--- src/rtl/mode_counter_pkg.sv ---
`default_nettype none
// ============================================================================
//  Module      : mode_counter_pkg
//  Description : Shared types and constants for the mode_counter timer/counter.
//  Revision    : 1.0 - initial release
// ============================================================================
package mode_counter_pkg;

    // Controller states: stopped, counting, and latched-at-terminal
    typedef enum logic [1:0] {
        IDLE = 2'd0,
        RUN  = 2'd1,
        DONE = 2'd2
    } state_e;

    // Encoding of the dir input
    localparam logic DIR_UP   = 1'b0;
    localparam logic DIR_DOWN = 1'b1;

endpackage : mode_counter_pkg
`default_nettype wire

--- src/rtl/mode_counter_prescaler.sv ---
`default_nettype none
// ============================================================================
//  Module      : mode_counter_prescaler
//  Description : Clock-enable divider. While enabled it produces a tick every
//                prescale+1 cycles; clear restarts the divide cycle.
//  Revision    : 1.0 - initial release
// ============================================================================
module mode_counter_prescaler #(
    parameter int PRESCALE_WIDTH = 8
) (
    input  logic                      clk,
    input  logic                      rst,
    input  logic                      clear,
    input  logic                      enable,
    input  logic [PRESCALE_WIDTH-1:0] prescale,
    output logic                      tick
);

    localparam logic [PRESCALE_WIDTH-1:0] PSC_ONE = {{(PRESCALE_WIDTH-1){1'b0}}, 1'b1};

    logic [PRESCALE_WIDTH-1:0] psc_q;
    logic [PRESCALE_WIDTH-1:0] psc_d;
    logic                      psc_match;

    // The compare is against the live prescale value, so a mid-run change that
    // leaves psc above the new value lets psc run up and wrap before matching.
    assign psc_match = (psc_q == prescale);
    assign tick      = enable && psc_match;

    // Next divider value: clear wins, then advance or restart while enabled
    always_comb begin
        psc_d = psc_q;
        if (clear) begin
            psc_d = '0;
        end else if (enable) begin
            if (psc_match) begin
                psc_d = '0;
            end else begin
                psc_d = psc_q + PSC_ONE;
            end
        end
    end

    // Divider register
    always_ff @(posedge clk) begin
        if (rst) begin
            psc_q <= '0;
        end else begin
            psc_q <= psc_d;
        end
    end

endmodule : mode_counter_prescaler
`default_nettype wire

--- src/rtl/mode_counter.sv ---
`default_nettype none
// ============================================================================
//  Module      : mode_counter
//  Description : General-purpose timer/counter with up/down direction,
//                programmable limit, wrap or one-shot stop, prescaler,
//                start/stop control, terminal-count pulse and done flag.
//  Revision    : 1.0 - initial release
// ============================================================================
module mode_counter
    import mode_counter_pkg::*;
#(
    parameter int COUNT_WIDTH    = 16,
    parameter int PRESCALE_WIDTH = 8
) (
    input  logic                      clk,
    input  logic                      rst,
    input  logic                      load,
    input  logic [COUNT_WIDTH-1:0]    load_in,
    input  logic [COUNT_WIDTH-1:0]    limit,
    input  logic [PRESCALE_WIDTH-1:0] prescale,
    input  logic                      start,
    input  logic                      stop,
    input  logic                      dir,
    input  logic                      one_shot,
    output logic [COUNT_WIDTH-1:0]    count,
    output logic                      tc,
    output logic                      running,
    output logic                      done
);

    localparam logic [COUNT_WIDTH-1:0] CNT_ONE = {{(COUNT_WIDTH-1){1'b0}}, 1'b1};

    state_e                 state_q;
    state_e                 state_d;
    logic [COUNT_WIDTH-1:0] count_q;
    logic [COUNT_WIDTH-1:0] count_d;
    logic                   tc_q;
    logic                   tc_d;

    logic                   tick;
    logic                   psc_clear;
    logic                   psc_enable;

    // The divider only runs in RUN; any command that (re)starts or halts the
    // counter restarts the divide cycle. start while already running is a
    // no-op and must not disturb the divider phase.
    assign psc_enable = (state_q == RUN);
    assign psc_clear  = stop || load || (start && (state_q != RUN));

    mode_counter_prescaler #(
        .PRESCALE_WIDTH (PRESCALE_WIDTH)
    ) u_prescaler (
        .clk      (clk),
        .rst      (rst),
        .clear    (psc_clear),
        .enable   (psc_enable),
        .prescale (prescale),
        .tick     (tick)
    );

    // Next state, count and tc: stop > load/start > tick
    always_comb begin
        state_d = state_q;
        count_d = count_q;
        tc_d    = 1'b0;

        if (stop) begin
            state_d = IDLE;
            if (load) begin
                count_d = load_in;
            end
        end else if (load || start) begin
            if (load) begin
                count_d = load_in;
            end
            if (start && (state_q != RUN)) begin
                state_d = RUN;
            end else if (load && (state_q == DONE)) begin
                state_d = IDLE;
            end
        end else if (tick) begin
            if (dir == DIR_UP) begin
                if (count_q >= limit) begin
                    tc_d = 1'b1;
                    if (one_shot) begin
                        state_d = DONE;
                    end else begin
                        count_d = '0;
                    end
                end else begin
                    count_d = count_q + CNT_ONE;
                end
            end else begin
                if (count_q == '0) begin
                    tc_d = 1'b1;
                    if (one_shot) begin
                        state_d = DONE;
                    end else begin
                        count_d = limit;
                    end
                end else begin
                    count_d = count_q - CNT_ONE;
                end
            end
        end
    end

    // State, count and terminal-count registers
    always_ff @(posedge clk) begin
        if (rst) begin
            state_q <= IDLE;
            count_q <= '0;
            tc_q    <= 1'b0;
        end else begin
            state_q <= state_d;
            count_q <= count_d;
            tc_q    <= tc_d;
        end
    end

    assign count   = count_q;
    assign tc      = tc_q;
    assign running = (state_q == RUN);
    assign done    = (state_q == DONE);

endmodule : mode_counter
`default_nettype wire

--- config.mk ---
export PLATFORM = sky130hd
export DESIGN_NAME = mode_counter
export DESIGN_NICKNAME = d
export VERILOG_FILES = /design/src/rtl/mode_counter_pkg.sv /design/src/rtl/mode_counter_prescaler.sv /design/src/rtl/mode_counter.sv
export SDC_FILE = /design/constraint.sdc
export NUM_CORES = 1
export LEC_CHECK = 0
export CORE_MARGIN = 3
export CORE_UTILIZATION = 50
export DETAILED_ROUTE_END_ITERATION = 6
export GPL_ROUTABILITY_DRIVEN = 0
export PLACE_DENSITY = 0.8
export SLEW_MARGIN = 25
export SYNTH_ARGS = -nofsm -noshare
export SYNTH_HDL_FRONTEND = slang
export SYNTH_HIERARCHICAL = 1
export SYNTH_SLANG_ARGS = --single-unit
--- constraint.sdc ---
create_clock -name clk -period 6.5 [get_ports clk]
set_input_delay 0.975 -clock clk [delete_from_list [all_inputs] [get_ports clk]]
set_output_delay 0.975 -clock clk [all_outputs]
set_load 0.02 [all_outputs]
### Word level (Yosys, flattened, before mapping)

Cells that the tools add are included.

| cells by class | value |
|---|---|
| $lt $le $gt $ge | 1 |
| equality and inequality tests | 8 |
| reductions and logical operators | 15 |
| add/subtract/negate cells | 3 |
| mux-type cells | 21 |
| bitwise gates (word level) | 1 |

Operators by type and width:

| operator | count |
|---|---|
| 2-to-1 mux 16 bit | 9 |
| adder 16 x 1 -> 16 bit, second input constant | 1 |
| >= comparator 16 bit | 1 |
| logical NOT 16 bit | 1 |
| 2-to-1 mux 2 bit | 8 |
| subtractor 16 x 1 -> 16 bit, second input constant | 1 |
| != test 5 bit, second input constant | 2 |
| adder 8 x 1 -> 8 bit, second input constant | 1 |
| == test 8 bit | 1 |
| 2-to-1 mux 8 bit | 1 |
| != test 3 x 1 -> 1 bit, second input constant | 2 |
| nonzero test 3 bit | 2 |
| AND reduction 4 bit | 1 |
| OR reduction 2 bit | 2 |
| OR reduction 4 bit | 1 |
| logical AND 1 bit | 3 |
| logical OR 1 bit | 3 |
| 2-to-1 mux 1 bit | 3 |
| AND reduction 3 bit | 1 |
| == test 2 x 1 -> 1 bit, second input constant | 1 |
| == test 2 bit, second input constant | 1 |
| != test 2 x 1 -> 1 bit, second input constant | 1 |
| nonzero test 2 bit | 1 |
| inverter 1 bit | 1 |

| word-level totals | value |
|---|---|
| output and inout port bits | 19 |
| input port bits | 47 |
| bits in registers | 27 |
| word-level logic and storage cells | 53 |

### Logic depth before layout (Yosys ltp)

Gate-level depths: netlist (run 1).

| logic depth | value |
|---|---|
| depth after elaboration | 6 |
| mapped depth | 11 |

### Hierarchy

The synthesis (run 1) kept the hierarchy.

By module, submodules not included:

| module | instances | cells an instance | area each (µm²) | seq. area each (µm²) |
|---|---|---|---|---|
| mode_counter | 1 | 329 | 2,401.1 | 380.4 |
| mode_counter_prescaler | 1 | 49 | 434.2 | 160.2 |

### Worst setup path before layout (run 1)

No wires, ideal clock.

| timing path | value |
|---|---|
| path kind | input -> register |
| start | input limit[3] |
| end | register count_q[12], in the netlist count[12] |
| setup time | 0.132 ns |
| path buffers | 2 |
| data arrival time | 2.769 ns |
| cell stages on the path | 11 |
| data required time | 6.368 ns |
| setup slack | 3.599 ns |
| cell sequence | inv_1 -> ha_1 -> o21a_1 -> nor2_1 -> o31a_1 -> o2111a_1 -> or3_1 -> buf_6 -> buf_8 -> o31ai_1 -> a21oi_1 |

| between the ends | value |
|---|---|
| longest elaborated chain between the ends | 6 |

RTL lines:

| item | RTL line | RTL |
|---|---|---|
| start, declared | mode_counter.sv:19 | `input logic [COUNT_WIDTH-1:0] limit,` |
| >= comparator 16 bit * | mode_counter.sv:83 | `if (count_q >= limit) begin` |
| 2-to-1 mux 16 bit | mode_counter.sv:83 |  |
| 2-to-1 mux 16 bit | mode_counter.sv:82 | `if (dir == DIR_UP) begin` |
| 2-to-1 mux 16 bit | mode_counter.sv:81 | `end else if (tick) begin` |
| 2-to-1 mux 16 bit | mode_counter.sv:72 | `end else if (load \|\| start) begin` |
| 2-to-1 mux 16 bit | mode_counter.sv:67 | `if (stop) begin` |
| end signal, assigned | mode_counter.sv:116 | `count_q <= count_d;` |
| end, declared | mode_counter.sv:35 | `logic [COUNT_WIDTH-1:0] count_q;` |

Mark *: on every way between the ends. The rest lies on a longest branch, timed or not. The select of a mux whose other input is x is not followed.
A chain may end at the register's enable or synchronous reset.

### Worst setup path in the final report (run 1)

| timing path | value |
|---|---|
| start | input limit[0] |
| end | register count_q[5], in the netlist count[5] |

Same word-level chain as after synthesis.

==> results.yml, run 1 <==
status:
  outcome: "finished, final reports clean"
finish:
  nFillCells: 471
  final_cell_count_no_fill: 495
  fin_nets: 493
  syn_to_final_growth_pct: 24.27
  seqCellArea_um2: 540.5
  multi_input_area_um2: 2091
  layout-drive-gt1-share_pct: 5.647
  antenna_cells: 0
synthesis:
  synth_top_cell_by_area: "dfxtp_1"
  synth_edf_count: 0
  synth_area_leaders: "dfxtp_1 (19%), ha_1 (8.8%), xnor2_1 (7.4%)"
  post-synth-top-count-cell: "nor2_1"
  ys_warn_count: 6
  ys_top_cells_by_count: "nor2_1 (49), dfxtp_1 (27), o21ai_0 (27)"
  netlist.area_leader.share_pct: 19.06
  synth_cell_type_count: 61
  syn-num-nets: 445
  ys_ff_latch: 27
  synth_ff_type: "dfxtp_1"
  async_flop_share_pct: 0
  synthCells: 378
  netlist_area_um2: 2835
  synth_area_per_cell_um2: 7.501
  yosysSeqAreaShare_pct: 19.06
timing:
  setup_ws_ns: 2.798
  period_share_pct: 56.96
  relSlewSlack_pct: 37.15
  slew_viol_final: 0
  period_needed_ns: 3.702
  rsz0062_at_grt: "no"
  tightest_slew_ns: 0.9398
  fin_worst_skew_ns: 0.006839
  hold_viol_final: 0
  fmax_mhz: 270.1
  setup_violations: 0
  tns_ns: 0
global_routing:
  grt_pass1_wl_mm: 13.72
  grt_max_degree: 26
  grt_pass1_vias: 2903
  grt_usage_pct: 26.34
  antenna_found_initial: 0
  grt_overflow: 0
route:
  via_count: 3079
  ant_nets: 0
  avgViaCountPerCell: 6.220
  post_drt_wl_per_cell_um: 17.34
  remaining_drc_errors: 0
  first_iter_violations: 267
  drtPass1Iterations: 7
  wl_mm: 8.581
die:
  initial_core_util_pct: 53.47
  core_um2: 5303
  die_width_um: 81.30
  ioPinCount: 66
  rows: 26
  die_height_um: 81.30
  die_area_um2: 6610
worst_setup_path:
  ff2ff_path_depth: 9
  path_max_fanout: 15
  reg2reg_slack_ns: 3.21
  endpoint: "count[5]"
  end_kind: "flop"
  crit_start: "limit[0]"
  r2r_start: "count[0]"
  start_kind: "input pin"
  crit_type: "input pin to flop"
  cp.arrival_ns: 3.91
  r2r_end: "count[5]"
  worst_ep_required_time_ns: 6.70
clock_network:
  cts-resized-gates: 0
  clk_latency_ns: 0.29
  cts_inserted_buffers: 3
  cts_tree: "built"
  cts-root-buf: "clkbuf_8"
  hold_buffers: 0
  clockBufferDepth: 2
  path_clk_slew_ns: 0.11
  h-tree-depth: 1
  post_cts_buffers: 0
  clock-sinks: 27
placement:
  placed_cells: 490
  place.port_buffers: 65
  dpl.hpwl_mm: 6.223
  pre_cts_slack_ns: 2.413
run:
  cap_violations: 0
pwr:
  report.power.total_mw: 0.5159
  p_per_area_nw_per_um2: 146.4
  power_leakage_nw: 1.287
  ir_worst_vdd_mv: 0.1278
min_path:
  hp-start: "u_prescaler/psc_q[7]"
  hp-class: "flop to flop"
through the flow:
stage / hold slack [ns] / utilization, % / area (um2)
after floorplan: 0.4971 / - / 2835
final: 0.5602 / 66.45 / 3523
after global placement: 0.5270 / 65.41 / 3468
after detailed placement: 0.5399 / 65.41 / 3468
after CTS: 0.5624 / 66.26 / 3513
after global routing: 0.6053 / 66.45 / 3523
layer usage:
metal	part of all wire, %	GRT usage (%)	vias to the layer above
li1	-	-	1477
met1	41	34.27	1407
met2	48	43.81	181
met3	9.9	4.989	14
met4	1.4	7.939	0
met5	0	0	-
cell usage in the layout, fill, tap and decap left out, drive strengths merged, types with 9 or more instances in the layout:
cell type | synthesis | layout
clkdlybuf4s50 | 0 | 65
nor2 | 49 | 49
o21ai | 28 | 28
dfxtp | 27 | 27
xnor2 | 24 | 24
a21oi | 22 | 22
inv | 21 | 21
nand2 | 21 | 21
ha | 20 | 20
nand3 | 14 | 14
nor3 | 14 | 14
mux2i | 11 | 11
a211oi | 11 | 11
nor4 | 10 | 10
xor2 | 9 | 9
where the power goes:
group / total [mW] / internal [mW] / switching, mW
clock network: 0.105 / 0.0442 / 0.0605
logic: 0.212 / 0.102 / 0.111
registers: 0.199 / 0.173 / 0.0255
total: 0.516 / 0.319 / 0.197
cell type report:
cell class | instances | area share (%)
repair buffers | 69 | 19.32
flip-flops and latches | 27 | 15.34
inverters | 21 | 2.237
multi-input cells | 304 | 59.34
well taps | 70 | 2.486
clock buffers | 4 | 1.278
state kept, by name, summed over array words and instances, names as in the netlist:
name	cells
count	16
state_q	2
tc	1
u_prescaler/psc_q	8
critical path, stage by stage:
cell and delay [ns]:
clkdlybuf4s50_1 0.45, ha_1 0.30, nand2b_1 0.13, a2111oi_0 0.54, o31a_1 0.25, o2111a_1 0.32
or3_1 0.54, o21ai_0 0.21, a21oi_1 0.19
cells by family after synthesis:
| logic type | synth area share (%) |
|---|---|
| DFF | 19.06 |
| muxes | 4.281 |
| and+or+nand+nor | 25.33 |
| adders and majority gates | 8.826 |
| AOI/OAI and AO/OA | 24.85 |
| xor gates and xnor gates | 10.19 |
| buffers and inverters | 7.458 |
worst min path at each step:
stage,cells past startpoint,slack (ns),endpoint
4_1_cts,2,0.56,u_prescaler/psc_q[7]
3_3_place_gp,2,0.53,u_prescaler/psc_q[7]
2_1_floorplan,2,0.50,state_q[1]
6_report,2,0.56,u_prescaler/psc_q[7]
5_1_grt,2,0.61,u_prescaler/psc_q[5]
3_5_place_dp,2,0.54,u_prescaler/psc_q[7]
Note: power is estimated with default switching activity, not from simulation.
==> run 2, diff against run 1 <==
- clock period: 6.5 -> 3.8 ns (I/O delays scaled with it)
==> run 2 against run 1 <==
Effect of this change: non-clock buffer count up 3; sequential share of layout area down 0.10 points; cell count up 0.61%; via count up 1.2%; final area up 0.67%; clock power up 73%; combinational power up 72%; die area unchanged; total power up 72%; setup slack worse by 2.4 ns; worst hold slack worse by 0.0011 ns; highest routed layer unchanged.
==> results.yml, run 2 (synthesized netlist as in run 1, its figures left out) <==
die:
  die_height_um: 81.30
  initial_core_util_pct: 53.47
  die_width_um: 81.30
  core_um2: 5303
  ioPinCount: 66
  rows: 26
  die_area_um2: 6610
clock_network:
  cts_tree: "built"
  cts-resized-gates: 0
  hold_buffers: 0
  clock-sinks: 27
  post_cts_buffers: 0
  clk_latency_ns: 0.29
  clockBufferDepth: 2
  cts-root-buf: "clkbuf_8"
  path_clk_slew_ns: 0.11
  h-tree-depth: 1
  cts_inserted_buffers: 3
timing:
  slew_viol_final: 0
  setup_violations: 0
  period_share_pct: 88.54
  rsz0062_at_grt: "no"
  fin_worst_skew_ns: 0.01176
  period_needed_ns: 3.364
  relSlewSlack_pct: 36.45
  setup_ws_ns: 0.4355
  tns_ns: 0
  hold_viol_final: 0
  fmax_mhz: 297.2
  tightest_slew_ns: 0.9533
worst_setup_path:
  cp_cell_sequence: "clkdlybuf4s50_1, inv_1, ha_1, and3_1, o21ai_0, nor3b_1, o211ai_1, o311ai_1, a211oi_1, nor4_1"
  crit_type: "input pin to flop"
  critPathSlowestCell: "o311ai_1"
  max_stage_delay_ns: 0.54
  worst_ep_required_time_ns: 4.00
  end_kind: "flop"
  start_kind: "input pin"
  cp.arrival_ns: 3.57
  path_max_fanout: 7
global_routing:
  grt_overflow: 0
  antenna_found_initial: 0
  grt_max_degree: 22
  grt_use_met3_pct: 5.654
  gr-usage-met1_pct: 36.33
  grt_pass1_wl_mm: 14.29
  use_met2_pct: 44.30
  grt_usage_pct: 27.27
  grt_pass1_vias: 3006
  busiest_layer: "met2"
route:
  wl_mm: 8.728
  first_iter_violations: 389
  drtPass1Iterations: 6
  post_drt_wl_per_cell_um: 17.53
  remaining_drc_errors: 0
  avgViaCountPerCell: 6.259
  via_count: 3117
  ant_nets: 0
placement:
  place.port_buffers: 65
  pre_cts_slack_ns: 0.2701
  dpl.hpwl_mm: 6.446
  placed_cells: 494
pwr:
  ir_worst_vdd_mv: 0.1929
  p_per_area_nw_per_um2: 250.7
  report.power.total_mw: 0.8891
  power_leakage_nw: 1.302
finish:
  antenna_cells: 0
  multi_input_area_um2: 2088
  utilization_pct: 66.89
  layout-drive-gt1-share_pct: 6.308
  final_common_cell: "clkdlybuf4s50_1"
  final_cell_count_no_fill: 498
  seqCellArea_um2: 540.5
  final_cell_mix: "clkdlybuf4s50_1 (65), nor2_1 (49), o21ai_0 (27), dfxtp_1 (27), xnor2_1 (24)"
  nFillCells: 455
  largest_register_ffs: 16
  fin_nets: 496
  syn_to_final_growth_pct: 25.11
status:
  outcome: "finished, final reports clean"
min_path:
  hp-class: "flop to flop"
run:
  cap_violations: 0
-- run 2: changes by cell type in the layout (fill, tap and decap cells not counted), sizes merged --
cell      previous run  this run
clkinvlp             0         1
clkbuf               5         3
buf                  3         7
-- run 2: report_power, final --
group | total (mW) | internal, mW | switching, mW
Combinational | 0.365 | 0.176 | 0.190
Clock | 0.182 | 0.0749 | 0.107
Sequential | 0.342 | 0.297 | 0.0453
-- run 2: final cells by class --
type                            instances  share of cell area, %
Clock buffer                            3                  1.164
Clock inverter                          1                 0.2116
Inverter                               21                  2.222
Multi-Input combinational cell        304                  58.87
Sequential cell                        27                  15.24
Tap cell                               70                  2.469
Timing Repair Buffer                   72                  19.82
-- run 2: worst max-delay path: cells and delay by family --
| family | cells | cell delay [ns] |
|---|---|---|
| AOI/OAI and AO/OA | 4 | 1.34 |
| and+or+nand+nor | 3 | 0.81 |
| buffers and inverters | 2 | 0.54 |
| adders and majority gates | 1 | 0.29 |
-- run 2: worst paths after layout --
check	start	to	slack (ns)	depth (start not counted)
worst max-delay path	limit[13]	count[8]	0.44	10
worst min-delay path	state_q[0]	state_q[1]	0.56	2
worst max register to register	count[0]	count[7]	0.50	9
worst min register to register	state_q[0]	state_q[1]	0.56	2
-- run 2: per-layer routing --
metal  wire [um]  share of wire (%)
met1        3584                 41
met3         865                9.9
met2        4082                 47
met5           0                  0
met4         195                2.2
-- run 2: metrics by stage --
step           cell area (um2)  hold WS [ns]
5_1_grt                   3547        0.6184
6_report                  3547        0.5591
2_1_floorplan             2835        0.4971
3_3_place_gp              3498        0.5159
3_5_place_dp              3498        0.5333
4_1_cts                   3547        0.5612
